<file path="config.mk">
export PLATFORM = sky130hd
export DESIGN_NAME = ps2_scan_sequencer
export DESIGN_NICKNAME = d
export VERILOG_FILES = /design/src/rtl/ps2_scan_sequencer_pkg.sv /design/src/rtl/ps2_scan_sequencer_evt_fifo.sv /design/src/rtl/ps2_scan_sequencer.sv
export SDC_FILE = /design/constraint.sdc
export NUM_CORES = 1
export LEC_CHECK = 0
export ABC_AREA = 1
export BUFFER_PORTS_ARGS = -buffer_cell sky130_fd_sc_hd__buf_2
export CAP_MARGIN = 10
export CORE_MARGIN = 4
export CORE_UTILIZATION = 60
export CTS_CLUSTER_DIAMETER = 40
export DETAILED_ROUTE_END_ITERATION = 12
export GPL_ROUTABILITY_DRIVEN = 0
export PLACE_DENSITY = 0.83
export SYNTH_ARGS = -nofsm -noshare
export SYNTH_HDL_FRONTEND = slang
export SYNTH_HIERARCHICAL = 1
export SYNTH_SLANG_ARGS = --single-unit
</file>
<file path="constraint.sdc">
create_clock -name clk -period 2.65 [get_ports clk]
set_input_delay 0.53 -clock clk [delete_from_list [all_inputs] [get_ports clk]]
set_output_delay 0.53 -clock clk [all_outputs]
set_load 0.02 [all_outputs]
</file>
<file path="src/rtl/ps2_scan_sequencer_pkg.sv">
// Shared scan-code constants, pause skip length, event layout and FSM state
// encoding for the PS/2 scan sequencer.
package ps2_scan_sequencer_pkg;

   localparam logic [7:0] SC_00 = 8'h00;
   localparam logic [7:0] SC_AA = 8'hAA;
   localparam logic [7:0] SC_E0 = 8'hE0;
   localparam logic [7:0] SC_E1 = 8'hE1;
   localparam logic [7:0] SC_EE = 8'hEE;
   localparam logic [7:0] SC_F0 = 8'hF0;
   localparam logic [7:0] SC_FA = 8'hFA;
   localparam logic [7:0] SC_FE = 8'hFE;
   localparam logic [7:0] SC_FF = 8'hFF;

   // Bytes following E1 in the Pause sequence that are swallowed
   localparam logic [2:0] PAUSE_SKIP = 3'd7;

   localparam int EVT_W = 10;

   typedef struct packed {
      logic [7:0] code;
      logic       brk;
      logic       ext;
   } evt_t;

   typedef enum logic [2:0] {
      ST_IDLE    = 3'd0,
      ST_EXT     = 3'd1,
      ST_BRK     = 3'd2,
      ST_EXT_BRK = 3'd3,
      ST_PAUSE   = 3'd4
   } state_e;

   // Keyboard status/ack bytes that never become key events
   function automatic logic isDroppedByte(input logic [7:0] b);
      return (b == SC_00) || (b == SC_AA) || (b == SC_EE) ||
             (b == SC_FA) || (b == SC_FE) || (b == SC_FF);
   endfunction

endpackage

</file>
<file path="src/rtl/ps2_scan_sequencer_evt_fifo.sv">
// Key-event FIFO: circular buffer with one extra pointer bit to tell full
// from empty; head fields read as zero while empty.
module ps2_evt_fifo
   import ps2_scan_sequencer_pkg::*;
#(
   parameter int FIFO_DEPTH = 4
) (
   input  logic             clk,
   input  logic             reset,
   input  logic             push_i,
   input  logic             pop_i,
   input  logic [EVT_W-1:0] data_i,
   output logic [EVT_W-1:0] data_o,
   output logic             valid_o,
   output logic             full_o
);

   localparam int AW = $clog2(FIFO_DEPTH);

   logic [EVT_W-1:0] mem_q [FIFO_DEPTH];
   logic [AW:0]      wrPtr_q, wrPtr_d;
   logic [AW:0]      rdPtr_q, rdPtr_d;
   logic             empty;
   logic             doPush;
   logic             doPop;

   assign empty  = (wrPtr_q == rdPtr_q);
   assign full_o = (wrPtr_q[AW] != rdPtr_q[AW]) &&
                   (wrPtr_q[AW-1:0] == rdPtr_q[AW-1:0]);

   // A pop frees the head slot, so a push into a full FIFO still lands
   assign doPop  = pop_i && !empty;
   assign doPush = push_i && (!full_o || doPop);

   always_comb begin
      wrPtr_d = wrPtr_q;
      rdPtr_d = rdPtr_q;
      if (doPush) wrPtr_d = wrPtr_q + 1'b1;
      if (doPop)  rdPtr_d = rdPtr_q + 1'b1;
   end

   always_ff @(posedge clk) begin
      if (reset) begin
         wrPtr_q <= '0;
         rdPtr_q <= '0;
      end else begin
         wrPtr_q <= wrPtr_d;
         rdPtr_q <= rdPtr_d;
      end
   end

   always_ff @(posedge clk) begin
      if (doPush) mem_q[wrPtr_q[AW-1:0]] <= data_i;
   end

   assign valid_o = !empty;
   assign data_o  = empty ? '0 : mem_q[rdPtr_q[AW-1:0]];

endmodule

</file>
<file path="src/rtl/ps2_scan_sequencer.sv">
// Turns a stream of PS/2 set-2 scan bytes into key events {code, break, ext}
// and buffers them in a small FIFO for the consumer.
module ps2_scan_sequencer
   import ps2_scan_sequencer_pkg::*;
#(
   parameter int FIFO_DEPTH     = 4,
   parameter int TIMEOUT_CYCLES = 50000
) (
   input  logic       clk,
   input  logic       reset,
   input  logic [7:0] rx_byte,
   input  logic       rx_valid,
   input  logic       rx_err,
   output logic [7:0] evt_code,
   output logic       evt_break,
   output logic       evt_ext,
   output logic       evt_valid,
   input  logic       evt_pop,
   output logic       overflow,
   output logic       busy
);

   localparam int TW = (TIMEOUT_CYCLES > 1) ? $clog2(TIMEOUT_CYCLES) : 1;

   state_e        state_q, state_d;
   logic [2:0]    skip_q, skip_d;
   logic [TW-1:0] tcnt_q, tcnt_d;
   logic          overflow_q, overflow_d;
   logic          timeoutHit;
   logic          push;
   evt_t          pushEvt;
   evt_t          headEvt;
   logic          fifoFull;

   assign timeoutHit = (state_q != ST_IDLE) && (tcnt_q == TW'(TIMEOUT_CYCLES - 1));

   // rx_err beats rx_valid; a timeout only matters on a cycle with no byte
   always_comb begin
      state_d = state_q;
      skip_d  = skip_q;
      push    = 1'b0;
      pushEvt = '0;
      if (rx_err) begin
         state_d = ST_IDLE;
         skip_d  = '0;
      end else if (rx_valid) begin
         case (state_q)
            ST_IDLE: begin
               if (rx_byte == SC_E0) begin
                  state_d = ST_EXT;
               end else if (rx_byte == SC_F0) begin
                  state_d = ST_BRK;
               end else if (rx_byte == SC_E1) begin
                  state_d = ST_PAUSE;
                  skip_d  = PAUSE_SKIP;
               end else if (!isDroppedByte(rx_byte)) begin
                  push    = 1'b1;
                  pushEvt = '{code: rx_byte, brk: 1'b0, ext: 1'b0};
               end
            end
            ST_EXT: begin
               if (rx_byte == SC_F0) begin
                  state_d = ST_EXT_BRK;
               end else begin
                  push    = 1'b1;
                  pushEvt = '{code: rx_byte, brk: 1'b0, ext: 1'b1};
                  state_d = ST_IDLE;
               end
            end
            ST_BRK: begin
               push    = 1'b1;
               pushEvt = '{code: rx_byte, brk: 1'b1, ext: 1'b0};
               state_d = ST_IDLE;
            end
            ST_EXT_BRK: begin
               push    = 1'b1;
               pushEvt = '{code: rx_byte, brk: 1'b1, ext: 1'b1};
               state_d = ST_IDLE;
            end
            ST_PAUSE: begin
               if (skip_q <= 3'd1) begin
                  push    = 1'b1;
                  pushEvt = '{code: SC_E1, brk: 1'b0, ext: 1'b1};
                  skip_d  = '0;
                  state_d = ST_IDLE;
               end else begin
                  skip_d = skip_q - 3'd1;
               end
            end
            default: state_d = ST_IDLE;
         endcase
      end else if (timeoutHit) begin
         state_d = ST_IDLE;
         skip_d  = '0;
      end
   end

   always_comb begin
      tcnt_d = tcnt_q + 1'b1;
      if (rx_valid || rx_err || timeoutHit || state_q == ST_IDLE) tcnt_d = '0;
   end

   // A full FIFO with a pop in the same cycle still accepts the push
   always_comb begin
      overflow_d = overflow_q;
      if (push && fifoFull && !evt_pop) overflow_d = 1'b1;
   end

   always_ff @(posedge clk) begin
      if (reset) begin
         state_q    <= ST_IDLE;
         skip_q     <= '0;
         tcnt_q     <= '0;
         overflow_q <= 1'b0;
      end else begin
         state_q    <= state_d;
         skip_q     <= skip_d;
         tcnt_q     <= tcnt_d;
         overflow_q <= overflow_d;
      end
   end

   ps2_evt_fifo #(
      .FIFO_DEPTH(FIFO_DEPTH)
   ) u_fifo (
      .clk     (clk),
      .reset   (reset),
      .push_i  (push),
      .pop_i   (evt_pop),
      .data_i  (pushEvt),
      .data_o  (headEvt),
      .valid_o (evt_valid),
      .full_o  (fifoFull)
   );

   assign evt_code  = headEvt.code;
   assign evt_break = headEvt.brk;
   assign evt_ext   = headEvt.ext;
   assign overflow  = overflow_q;
   assign busy      = (state_q != ST_IDLE);

endmodule

</file>
# Word level (Yosys, flattened, before mapping)

Memories as Yosys holds them, arrays and structs flattened. A register that Yosys moved wholly into a read port is not among the register bits.
Cells that the tools add are included.
W data, S select, Z words.

Register bits: 29
Bits in writable memories: 40
Bits of input ports: 13
Output and inout port bits: 13
Word-level logic and storage cells: 98
Memories: 1

Add/sub/neg operators: 4
Magnitude comparators: 1
Equality and inequality tests: 22
Mux-type cells: 37
Reductions and logical operators: 27

Memories:

| name         | depth | width | read ports | clocked after Yosys merged registers in | wr ports | line                              | source |
|---|---|---|---|---|---|---|---|
| u_fifo.mem_q | 4     | 10    | 1          | 1                                       | 1        | ps2_scan_sequencer_evt_fifo.sv:20 | `logic [EVT_W-1:0] mem_q [FIFO_DEPTH];` |

Operator list:

| kind                    | number |
|---|---|
| $mux W10                | 9 |
| $eq A8 B8 Y1 const B    | 8 |
| $pmux W10 S5            | 1 |
| $mux W3                 | 11 |
| $add A16 B1 Y16 const B | 1 |
| $eq A16 B16 Y1 const B  | 1 |
| $ne A3 B3 Y1 const B    | 4 |
| $mux W1                 | 10 |
| $logic_or A1 B1 Y1      | 9 |
| $pmux W3 S3             | 1 |
| $logic_not A8 Y1        | 1 |
| $add A3 B1 Y3 const B   | 2 |
| $eq A3 B2 Y1 const B    | 2 |
| $logic_and A1 B1 Y1     | 6 |
| $mux W2                 | 3 |
| $pmux W3 S2             | 1 |
| $reduce_or A2 Y1        | 3 |
| $ne A5 B5 Y1 const B    | 1 |
| $reduce_and A5 Y1       | 1 |
| $pmux W1 S4             | 1 |
| $eq A3 B1 Y1 const B    | 1 |
| $eq A3 B3 Y1            | 1 |
| $eq A3 B3 Y1 const B    | 1 |
| $le A3 B1 Y1 const B    | 1 |
| other kinds (9)         | 11 |

# Depth between registers and ports, before layout

Depth after elaboration: 16
Mapped depth: 13

# Hierarchy

The synthesis kept the hierarchy.

Modules (own cells, without submodules):

| module             | instances | cells an instance | area each (um^2) | sequential area each (um^2) |
|---|---|---|---|---|
| ps2_evt_fifo       | 1         | 183               | 2034.5           | 1361.3 |
| ps2_scan_sequencer | 1         | 251               | 1641.6           | 460.4 |

# Least setup slack after synthesis

Ideal clock, no wire load.

Path kind: in2reg
From: in rx_byte[4]
To: mem u_fifo.mem_q[0][0], enable pin
Setup time: 0.376 ns
Arrival: 1.861 ns
Data required time: 2.274 ns
Path slack: 0.413 ns
Cell stages on the path: 12
Path buffers: 0
Cells stage by stage: inv_1 > nand2_1 > nor2_2 > nand2_2 > nand2_1 > nor2_1 > nand3_1 > nand2_1 > nand2_1 > inv_1 > nand2_2 > nor2_1

Longest elaborated chain between the ends: 16
Elaborated cells between the ends (all ways): 25
Those cells by class: eq/ne (8); mux (10); reduce/logical (7)

Ends and longest elaborated chain:

| what                                             | line                              | source |
|---|---|---|
| start: declaration                               | ps2_scan_sequencer.sv:11          | `input logic [7:0] rx_byte,` |
| $eq A8 B8 Y1 or $logic_not A8 Y1 (tied branches) | ps2_scan_sequencer_pkg.sv:36      | `return (b == SC_00) \|\| (b == SC_AA) \|\| (b == SC_EE) \|\|` |
| $logic_or A1 B1 Y1 (3 in series)                 | ps2_scan_sequencer_pkg.sv:36      |  |
| $logic_or A1 B1 Y1 (2 in series)                 | ps2_scan_sequencer_pkg.sv:37      | `(b == SC_FA) \|\| (b == SC_FE) \|\| (b == SC_FF);` |
| $mux W1                                          | ps2_scan_sequencer.sv:56          | `end else if (!isDroppedByte(rx_byte)) begin` |
| $mux W1                                          | ps2_scan_sequencer.sv:53          | `end else if (rx_byte == SC_E1) begin` |
| $mux W1                                          | ps2_scan_sequencer.sv:51          | `end else if (rx_byte == SC_F0) begin` |
| $mux W1                                          | ps2_scan_sequencer.sv:49          | `if (rx_byte == SC_E0) begin` |
| $pmux W1 S4 (*)                                  | ps2_scan_sequencer.sv:47          | `case (state_q)` |
| $mux W1 (*)                                      | ps2_scan_sequencer.sv:46          | `end else if (rx_valid) begin` |
| $mux W1 (*)                                      | ps2_scan_sequencer.sv:43          | `if (rx_err) begin` |
| via push                                         | ps2_scan_sequencer.sv:30          | `logic push;` |
| $logic_and A1 B1 Y1 (*)                          | ps2_scan_sequencer_evt_fifo.sv:33 | `assign doPush = push_i && (!full_o \|\| doPop);` |
| $mux W1 (*)                                      | ps2_scan_sequencer_evt_fifo.sv:53 | `if (doPush) mem_q[wrPtr_q[AW-1:0]] <= data_i;` |
| $mux W1 (implied by the code) (*)                | ps2_scan_sequencer_evt_fifo.sv:53 |  |
| end: declaration                                 | ps2_scan_sequencer_evt_fifo.sv:20 |  |

Mark *: on every way through the listed nets, which the timed path passes. The rest lies on a longest branch.

==> flow_summary.ini <==
[synth]
synth_compound_area_share_pct = 9.22
netlist_area_sq_mm = 0.00368
synth_seq_cells = 71
synth_xor_area_share_pct = 2.11
synth-simple-area-share_pct = 27.9
synthCells = 434
postSynthNetCount = 455
ys_types = 37
yosysWarnings = 6
synth_mux_area_share_pct = 0
synth_fa_ha_area_share_pct = 2.72
ys_seq_area_share_pct = 49.6
synth.avg_cell_area_sq_um = 8.47
synth_top_family_by_area = simple AND/OR/NAND/NOR gates

[job]
drv_cap = 0

[floorplan]
num_io_pins = 26
dieWidth_um = 86.3
core_area_sq_mm = 0.00592
core.rowCount = 28
die-area_sq_mm = 0.00744
start_util_pct = 62.1
die_h_um = 86.3

[grt]
overflow = 0
grt_max_degree = 21
grt_usage_pct = 21.4
grt_pass1_vias = 2788
grt_pass1_wl_mm = 12.4
antenna_found_initial = 0

[worst_setup_path]
crit_chain = buf_4, nor2_1, o32ai_1, nand2_1, inv_1, buf_2
worst_setup_path_start_kind = register
critPathTopFamily = flip-flops
worstPathMaxFanout = 12
path_buf_inv = 3
critical_path_class = register to output port
slowest_delay_ns = 0.56
cp.required_ns = 2.12
end_kind = output port
critical_path_arrival_ns = 1.76
slowest_stage = dfxtp_1

[run_status]
status = completed

[cells_and_area]
multi_input_area_sq_mm = 0.00154
antenna_cells = 0
area_growth_pct = 11.5
final_nets = 488
drive_above_1_share_pct = 19.9
fillCellCount = 471
regArea_sq_mm = 0.00182
final_area_sq_mm = 0.00410

[drt]
wire_per_inst_um = 13.2
drtPass1Iterations = 4
antenna_left = 0
routed_wl_mm = 7.20
avgViaCountPerCell = 5.39
first_iter_violations = 150
drc = 0
vias = 2948

[clock_tree]
hold_buffers = 0
clockBufferDepth = 2
root_buffer = clkbuf_8
postCtsSetupBuffers = 0
clk_latency_ns = 0.34
clk_pin_slew_ns = 0.07
htree_levels = 3
cts_resized = 0
cts.sink_count = 71
cts_made_buffers = 9
cts_tree = built

[timing]
fin_crit_sh_pct = 86.5
tightestPinTransition_ns = 0.619
slew_viol_final = 0
setup_tns_ns = 0
relSlewSlack_pct = 58.6
max_freq_mhz = 436
fin_crit_ns = 2.29
setup_viol = 0
rsz0062_at_grt = false
clock_skew_ns = 0.0103
finalHoldViolCount = 0

[min_path]
hp-class = register to register

[placement]
portBuffers = 25
place_area_sq_mm = 0.00388
dp_hpwl_mm = 5.29

[power]
p_leak_nw = 1.63
ir_drop_v = 0.000342
power_density_mw_per_mm2 = 637
==> registers in the layout (all words and copies together), names as in the netlist, named ones only <==
| name | flops |
|---|---|
| u_fifo/mem_q | 40 |
| u_fifo/rdPtr_q | 3 |
| tcnt_q | 16 |
| skip_q | 3 |
| overflow | 1 |
| u_fifo/wrPtr_q | 3 |
| state_q | 3 |
==> area by class of cell <==
type | count | share of cell area [%]
Sequential cell | 71 | 44.5
Multi-Input combinational cell | 285 | 37.7
Inverter | 70 | 6.41
Timing Repair Buffer | 30 | 3.97
Clock buffer | 10 | 3.11
Tap cell | 75 | 2.29
Clock inverter | 6 | 2.08
==> through the flow <==
stage	setup slack, ns	instances	utilization [%]	hold slack, ns	total power, mW
after detailed placement	0.309	531	65.6	0.444	1.72
after CTS	0.349	547	69.2	0.439	2.63
final	0.357	547	69.2	0.450	2.61
after global placement	0.427	531	65.6	0.435	1.70
after floorplan	0.413	434	-	0.436	1.60
after global routing	0.126	547	69.2	0.456	2.75
==> path summary, 6_finish.rpt <==
| kind | from | to | slack, ns | cells after the start |
|---|---|---|---|---|
| worst max-delay path | register | evt_code[5] | 0.36 | 6 |
| worst min-delay path | overflow | overflow | 0.45 | 2 |
| worst max register to register | skip_q[1] | u_fifo/mem_q[3][0] | 0.51 | 13 |
| worst min register to register | overflow | overflow | 0.45 | 2 |
==> placed cells by master (no fill, tap or decap), types with 2 or more instances in the layout <==
cell type / instances
o32ai_1: 10
nor3_2: 2
a21oi_2: 7
o21ai_0: 13
nor3b_1: 2
nor3_1: 9
bufinv_16: 2
buf_4: 5
clkbuf_8: 9
nand2_4: 2
nor2_4: 4
xor2_1: 6
nand4_1: 6
nor2_1: 69
dfxtp_1: 31
a21oi_1: 17
nand2_2: 6
nor2_2: 10
nand2_1: 74
inv_2: 10
nor4_1: 2
a31oi_1: 3
nand3_1: 23
edfxtp_1: 40
inv_1: 58
nand3_2: 4
buf_2: 25
ha_1: 8
clkinv_2: 2
clkinv_1: 2
clkinvlp_4: 2
==> power by group <==
| part | total (mW) | internal (mW) | switching (mW) |
|---|---|---|---|
| combinational | 0.459 | 0.155 | 0.304 |
| sequential | 1.24 | 1.19 | 0.0450 |
| clock | 0.915 | 0.526 | 0.389 |
==> cell families (layout without fill, tap and decap cells) <==
| kind of cell | count (synthesis) | in the layout |
|---|---|---|
| and+or+nand+nor | 216 | 216 |
| buffers and inverters | 78 | 116 |
| DFF | 71 | 71 |
| AOI/OAI and AO/OA | 53 | 53 |
| adders and majority gates | 8 | 8 |
| xor gates and xnor gates | 8 | 8 |
==> layer usage <==
layer	wire (um)	global-route usage [%]	vias up
li1	-	-	1489
met5	0	0	-
met4	267	12.9	0
met2	3510	35.8	75
met3	275	2.95	25
met1	3150	26.2	1359
==> synth_stat cells <==
master,n,area [sq um]
nor2_4,4,45.0
ha_1,8,100
nand3_1,23,115
edfxtp_1,40,1200
buf_8,1,15.0
nor3_1,9,45.0
nor2_1,69,259
nand2_2,6,37.5
nand3_2,4,40.0
inv_2,10,37.5
o211ai_1,1,7.51
nand2_1,74,278
nand4_1,6,37.5
nand2_4,2,22.5
nand3_4,1,17.5
buf_2,2,10.0
o21ai_2,1,8.76
nor3b_1,2,15.0
nand3b_1,1,7.51
xnor2_1,1,8.76
inv_1,58,218
a21oi_1,17,85.1
a31oi_1,3,18.8
nand4_2,1,12.5
xnor2_2,1,16.3
dfxtp_1,31,621
o32ai_1,10,87.6
nor2_2,10,62.6
clkinv_1,2,7.51
o21ai_1,1,5.00
o21ai_0,13,65.1
nor4_1,2,12.5
buf_4,1,7.51
xor2_1,6,52.6
a21oi_2,7,61.3
nor3_2,2,20.0
clkbuf_1,4,15.0
==> tightest hold or removal path, delay by kind of cell, from the launching register on <==
kind            cells  cell delay, ns
compound gates      1            0.05
buf+inv             1            0.05
flops               1            0.31
Note: power is estimated with default switching activity, not from simulation.
